### config.mk
export PLATFORM = sky130hd
export DESIGN_NAME = rv_fetch_unit
export DESIGN_NICKNAME = d
export VERILOG_FILES = /design/src/rtl/rv_fetch_pkg.sv /design/src/rtl/rv_fetch_queue.sv /design/src/rtl/rv_fetch_unit.sv
export SDC_FILE = /design/constraint.sdc
export NUM_CORES = 1
export LEC_CHECK = 0
export CORE_AREA = 8 8 194 196
export CTS_CLUSTER_DIAMETER = 50
export DETAILED_ROUTE_END_ITERATION = 8
export DIE_AREA = 0 0 202 204
export HOLD_SLACK_MARGIN = 0.15
export PLACE_DENSITY = 0.68
export SYNTH_ARGS = -nofsm -noshare
export SYNTH_HDL_FRONTEND = slang
export SYNTH_SLANG_ARGS = --single-unit
### constraint.sdc
create_clock -name clk -period 2.6 [get_ports clk]
set_input_delay 0.26 -clock clk [delete_from_list [all_inputs] [get_ports clk]]
set_output_delay 0.26 -clock clk [all_outputs]
set_load 0.1 [all_outputs]
### src/rtl/rv_fetch_pkg.sv
// rv_fetch_pkg: shared constants and queue entry layout for the instruction fetch front end
package rv_fetch_pkg;
  localparam logic [31:0] RV_NOP              = 32'h0000_0013;
  localparam logic [31:0] RV_DEFAULT_RESET_PC = 32'h0040_0000;
  localparam int          PC_INCR             = 4;
  typedef struct packed {
    logic [31:0] pc;
    logic [31:0] instr;
  } fetch_entry_t;
endpackage

### src/rtl/rv_fetch_queue.sv
// rv_fetch_queue: synchronous FIFO of fetched {pc, instr} entries
// Ports: clk, reset (async, active-low); i_push/i_data write; i_pop advances head;
//        i_flush empties the queue and dominates push/pop; o_data is the head; o_count occupancy.
module rv_fetch_queue #(
  parameter int WIDTH = 64,
  parameter int DEPTH = 4
) (
  input  logic                   clk,
  input  logic                   reset,
  input  logic                   i_push,
  input  logic [WIDTH-1:0]       i_data,
  input  logic                   i_pop,
  input  logic                   i_flush,
  output logic [WIDTH-1:0]       o_data,
  output logic [$clog2(DEPTH):0] o_count
);
  localparam int AW = $clog2(DEPTH);
  logic [WIDTH-1:0] r_mem [DEPTH];
  logic [AW-1:0]    r_wr, r_rd;
  logic [AW:0]      r_count;
  logic             w_pop, w_push;
  // a push at full is accepted only when the head leaves in the same cycle
  assign w_pop   = i_pop && r_count != '0;
  assign w_push  = i_push && (r_count != (AW+1)'(DEPTH) || w_pop);
  assign o_data  = r_mem[r_rd];
  assign o_count = r_count;
  always_ff @(posedge clk or negedge reset)
    if (!reset) begin
      r_wr    <= '0;
      r_rd    <= '0;
      r_count <= '0;
    end else if (i_flush) begin
      r_wr    <= '0;
      r_rd    <= '0;
      r_count <= '0;
    end else begin
      r_wr    <= r_wr + AW'(w_push);
      r_rd    <= r_rd + AW'(w_pop);
      r_count <= r_count + (AW+1)'(w_push) - (AW+1)'(w_pop);
    end
  always_ff @(posedge clk or negedge reset)
    if (!reset) r_mem <= '{default: '0};
    else if (w_push && !i_flush) r_mem[r_wr] <= i_data;
endmodule

### src/rtl/rv_fetch_unit.sv
// rv_fetch_unit: decoupled RV32I fetch front end with req/gnt/rvalid memory port and instruction queue
// Ports: clk, reset (async, active-low);
//        imem_req/imem_addr/imem_gnt issue side, imem_rvalid/imem_rdata in-order responses;
//        redirect_valid/redirect_target from EX; id_valid/id_instr/id_pc/id_ready to decode;
//        iq_count reports queue occupancy.
module rv_fetch_unit import rv_fetch_pkg::*; #(
  parameter int                    DATA_WIDTH      = 32,
  parameter int                    ADDR_WIDTH      = 32,
  parameter logic [ADDR_WIDTH-1:0] RESET_PC        = RV_DEFAULT_RESET_PC,
  parameter int                    IQ_DEPTH        = 4,
  parameter int                    MAX_OUTSTANDING = 2
) (
  input  logic                      clk,
  input  logic                      reset,
  output logic                      imem_req,
  output logic [ADDR_WIDTH-1:0]     imem_addr,
  input  logic                      imem_gnt,
  input  logic                      imem_rvalid,
  input  logic [DATA_WIDTH-1:0]     imem_rdata,
  input  logic                      redirect_valid,
  input  logic [ADDR_WIDTH-1:0]     redirect_target,
  output logic                      id_valid,
  output logic [DATA_WIDTH-1:0]     id_instr,
  output logic [ADDR_WIDTH-1:0]     id_pc,
  input  logic                      id_ready,
  output logic [$clog2(IQ_DEPTH):0] iq_count
);
  localparam int CW = $clog2(IQ_DEPTH) + 1;
  logic [ADDR_WIDTH-1:0]            r_fetch_pc, r_resp_pc;
  logic [CW-1:0]                    r_outstanding, r_discard;
  logic [ADDR_WIDTH-1:0]            w_target, w_fetch_pc_nx, w_resp_pc_nx;
  logic [CW-1:0]                    w_outstanding_nx, w_discard_nx;
  logic [CW:0]                      w_level;
  logic                             w_fire, w_push;
  logic [ADDR_WIDTH+DATA_WIDTH-1:0] w_head;
  assign w_target = redirect_target & ~ADDR_WIDTH'(3);
  // granted-but-unanswered requests already own a queue slot, so issue is credit-limited
  assign w_level  = {1'b0, r_outstanding} + {1'b0, iq_count};
  // reset gates the request so it reads 0 while reset is held, not only after the first edge
  assign imem_req = reset && !redirect_valid && r_outstanding < CW'(MAX_OUTSTANDING) &&
                    w_level < (CW+1)'(IQ_DEPTH);
  assign imem_addr = r_fetch_pc;
  assign w_fire    = imem_req && imem_gnt;
  // stale responses from before a redirect are counted off by r_discard
  assign w_push    = imem_rvalid && !redirect_valid && r_discard == '0;
  always_comb begin
    w_fetch_pc_nx    = redirect_valid ? w_target : w_fire ? r_fetch_pc + ADDR_WIDTH'(PC_INCR) : r_fetch_pc;
    w_resp_pc_nx     = redirect_valid ? w_target : w_push ? r_resp_pc + ADDR_WIDTH'(PC_INCR) : r_resp_pc;
    w_outstanding_nx = r_outstanding + CW'(w_fire) - CW'(imem_rvalid);
    w_discard_nx     = redirect_valid ? r_outstanding - CW'(imem_rvalid) :
                       (imem_rvalid && r_discard != '0) ? r_discard - CW'(1) : r_discard;
  end
  always_ff @(posedge clk or negedge reset)
    if (!reset) begin
      r_fetch_pc    <= RESET_PC;
      r_resp_pc     <= RESET_PC;
      r_outstanding <= '0;
      r_discard     <= '0;
    end else begin
      r_fetch_pc    <= w_fetch_pc_nx;
      r_resp_pc     <= w_resp_pc_nx;
      r_outstanding <= w_outstanding_nx;
      r_discard     <= w_discard_nx;
    end
  rv_fetch_queue #(
    .WIDTH (ADDR_WIDTH + DATA_WIDTH),
    .DEPTH (IQ_DEPTH)
  ) u_queue (
    .clk     (clk),
    .reset   (reset),
    .i_push  (w_push),
    .i_data  ({r_resp_pc, imem_rdata}),
    .i_pop   (id_valid && id_ready),
    .i_flush (redirect_valid),
    .o_data  (w_head),
    .o_count (iq_count)
  );
  assign id_valid = iq_count != '0;
  assign id_pc    = id_valid ? w_head[DATA_WIDTH +: ADDR_WIDTH] : '0;
  assign id_instr = id_valid ? w_head[DATA_WIDTH-1:0] : DATA_WIDTH'(RV_NOP);
endmodule

==> qor.yml <==
grt_start_max_net_pins: 175
antenna_found_initial: 0
hpwl_um: 23600
hold_slack_ps: 325
finalHoldViolCount: 0
synthArstFlopShare_pct: 100
fp.dieArea_um2: 41200
post-place-ws_ps: 89.2
gp_congestion: 0.843
period_needed_ps: 2500
pin_count: 171
vdd_drop_max_mv: 0.763
vias_per_cell: 5.52
multiInputGateArea_um2: 7020
synth-seq-cells: 321
dr.pass1.iters: 6
whs_endpoint: "r_resp_pc[8]"
grt_pass1_vias: 10500
rr_endpoint: "r_outstanding[2]"
cts_max_path_buffers: 3
fin_ws_ps: 98.7
die_w_um: 202
hold_path_depth: 3
initial_core_util_pct: 43.9
r2r_cells: 10
drt_drc_violations_left: 0
synth-edff-count: 0
h-tree-depth: 2
syn_inst: 1141
cp.required_ps: 3000
cts_tree: "built"
grt-ovfl-total: 0
setup_viol: 0
reg2reg_slack_ps: 100
core_um2: 34800
start_kind: "flop"
fin_crit_sh_pct: 96.2
end_kind: "flop"
postRouteAntennaNets: 0
timing.fmax_mhz: 400
clkTransAtPathRegs_ps: 60
synth_cell_type_count: 58
seq_area_frac_synth_pct: 52.5
slew_headroom_pct: 36.6
via_count: 10000
grt_pass1_wl_um: 58400
row_count: 69
n_antenna_cell: 0
nets: 1411
n_fill_cell: 2802
final_cell_mix: "dfrtp_1, mux2_2, buf_12"
critPathMaxFanout: 2
worst_hold_path_type: "input pin to flop"
tightest_slew_ps: 951
status: "finished clean"
final_max_slew_viol_count: 0
powerDensity_nw_per_um2: 1160
critPathSlowestCell: "dfrtp_4"
cpPeakStageDelay_ps: 490
yosys_warnings: 0
regArea_um2: 8060
path_cells: "ha_4 -> nor4bb_2 -> and4_4 -> inv_4 -> ha_1 -> inv_1 -> ha_1 -> inv_1 -> fa_1 -> xor2_1"
fin_util_pct: 57.4
routedWlPerCell_um: 20.1
clock_sinks: 321
cts_root_buffer: "clkbuf_16"
worstHoldStart: "redirect_target[8]"
area_growth_pct: 30.5
first_iter_violations: 540
p_leak_nw: 8.92
synth_flop_cell: "dfrtp_1"
arrival_ps: 2910
setup.worst_path.class: "flop to flop"
routed_wl_um: 36500
r2r-start: "u_queue.o_count[2]"
cap_violations: 0
die_h_um: 204
insertion_delay_ps: 520
clock_skew_ps: 24.7
portBuffers: 164
syn-cell-area_um2: 15300
avgSynthCellArea_um2: 13.4
cts_buffers: 40
final_common_cell: "dfrtp_1"
layout-drive-gt1-share_pct: 44.8
globalRouteTotalUtil_pct: 17.3
-- cells by family after synthesis --
logic type / share of synthesized area (%)
flip-flops: 52.5
XOR/XNOR: 2.52
adder cells (fa/ha/maj): 1.49
other: 0.0245
AO/OA/AOI/OAI: 3.50
multiplexers: 27.8
AND/OR/NAND/NOR: 9.16
buffers and inverters: 2.99
-- sequential cells by signal (all words and copies together), names as in the netlist --
name and cells:
u_queue.o_count 3, imem_addr 30, u_queue.r_wr 2, r_resp_pc 30
r_discard 3, u_queue.r_mem 248, r_outstanding 3, u_queue.r_rd 2
-- worst max-delay path by stage --
stage / from / to
2_1_floorplan: u_queue.o_count[2] / r_outstanding[2]
3_3_place_gp: u_queue.o_count[2] / r_outstanding[2]
3_5_place_dp: u_queue.o_count[2] / r_outstanding[2]
4_1_cts: u_queue.o_count[2] / id_instr[0]
5_1_grt: r_outstanding[2] / r_outstanding[2]
6_report: u_queue.o_count[2] / r_outstanding[2]
-- per-layer routing --
layer / part of all wire (%) / wire length [µm] / global-route usage, % / vias to the layer above
met5: 0 / 0 / 0 / -
met1: 46 / 16800 / 24.0 / 5184
met4: 1.7 / 637 / 4.10 / 0
met2: 47 / 17400 / 27.9 / 278
met3: 4.8 / 1760 / 3.44 / 51
li1: - / - / - / 4512
-- cells in the mapped netlist, types with 2 or more instances --
cell type  instances  area, µm²
clkbuf_1          37        139
nand4_1           24        150
a211oi_1           3       22.5
a221oi_1           2       17.5
or3_1              3       18.8
and2_1             7       43.8
nand2_1           49        184
fa_1               2       40.0
buf_1              2       7.51
mux2_2           241       2710
inv_1             25       93.8
dfstp_2            2       52.6
o211ai_1           7       52.6
xor2_1            27        236
ha_1              15        188
a221o_1            2       20.0
nand2b_1           6       37.5
mux4_2            62       1400
xnor2_1           17        149
nor2_1            27        101
buf_2             35        175
a21boi_0           4       30.0
nor2b_1           64        400
dfrtp_1          319       7980
buf_4              4       30.0
nor4_1             8       50.1
nor3_2             2       20.0
o31ai_1            2       15.0
nor3_1            11       55.1
a21oi_1           10       50.1
o311ai_0           4       35.0
a21o_1             3       22.5
and3_1             5       31.3
o21ai_0           32        160
nand3_1           31        155
and4_1             5       43.8
mux2_1            11        124
or2_2              3       18.8
a31oi_1            8       50.1
a311oi_1           2       17.5
-- critical path: cells and delay by family, from the launching register on --
family | cells | cell delay (ps)
adders and majority gates | 4 | 970
and+or+nand+nor | 2 | 610
xor gates and xnor gates | 1 | 180
DFF | 1 | 490
buffers and inverters | 3 | 130
-- stage by stage --
step	TNS [ps]	instance area [µm²]	instances	power [W]
CTS	0	19800	1806	0.0232
global placement	0	18400	1729	0.0174
floorplan	-350	15500	1144	0.0137
detailed placement	0	18400	1729	0.0175
global route	-1.28	20000	1817	0.0242
finish	0	20000	1817	0.0232
-- power breakdown --
part	internal, W	switching [W]	total [W]
combinational	0.00448	0.00671	0.0112
sequential	0.00584	0.000626	0.00647
clock	0.00346	0.00213	0.00559
-- area by class of cell --
| type | count | share of cell area, % |
|---|---|---|
| clock buffer | 61 | 5.92 |
| clock inverter | 13 | 0.871 |
| inverter | 27 | 0.520 |
| multi-input combinational | 717 | 35.2 |
| sequential | 321 | 40.4 |
| tap | 461 | 2.89 |
| timing repair buffer | 217 | 14.2 |
-- timing repair --
item	in CTS	in global routing
hold buffers	2	0
gates cloned	0	2
endpoints found under the setup margin	2	4
pin swaps	0	1
buffers inserted	1	9
endpoints found under the hold margin	152	0
resized for setup	0	4
Note: power is estimated with default switching activity, not from simulation.
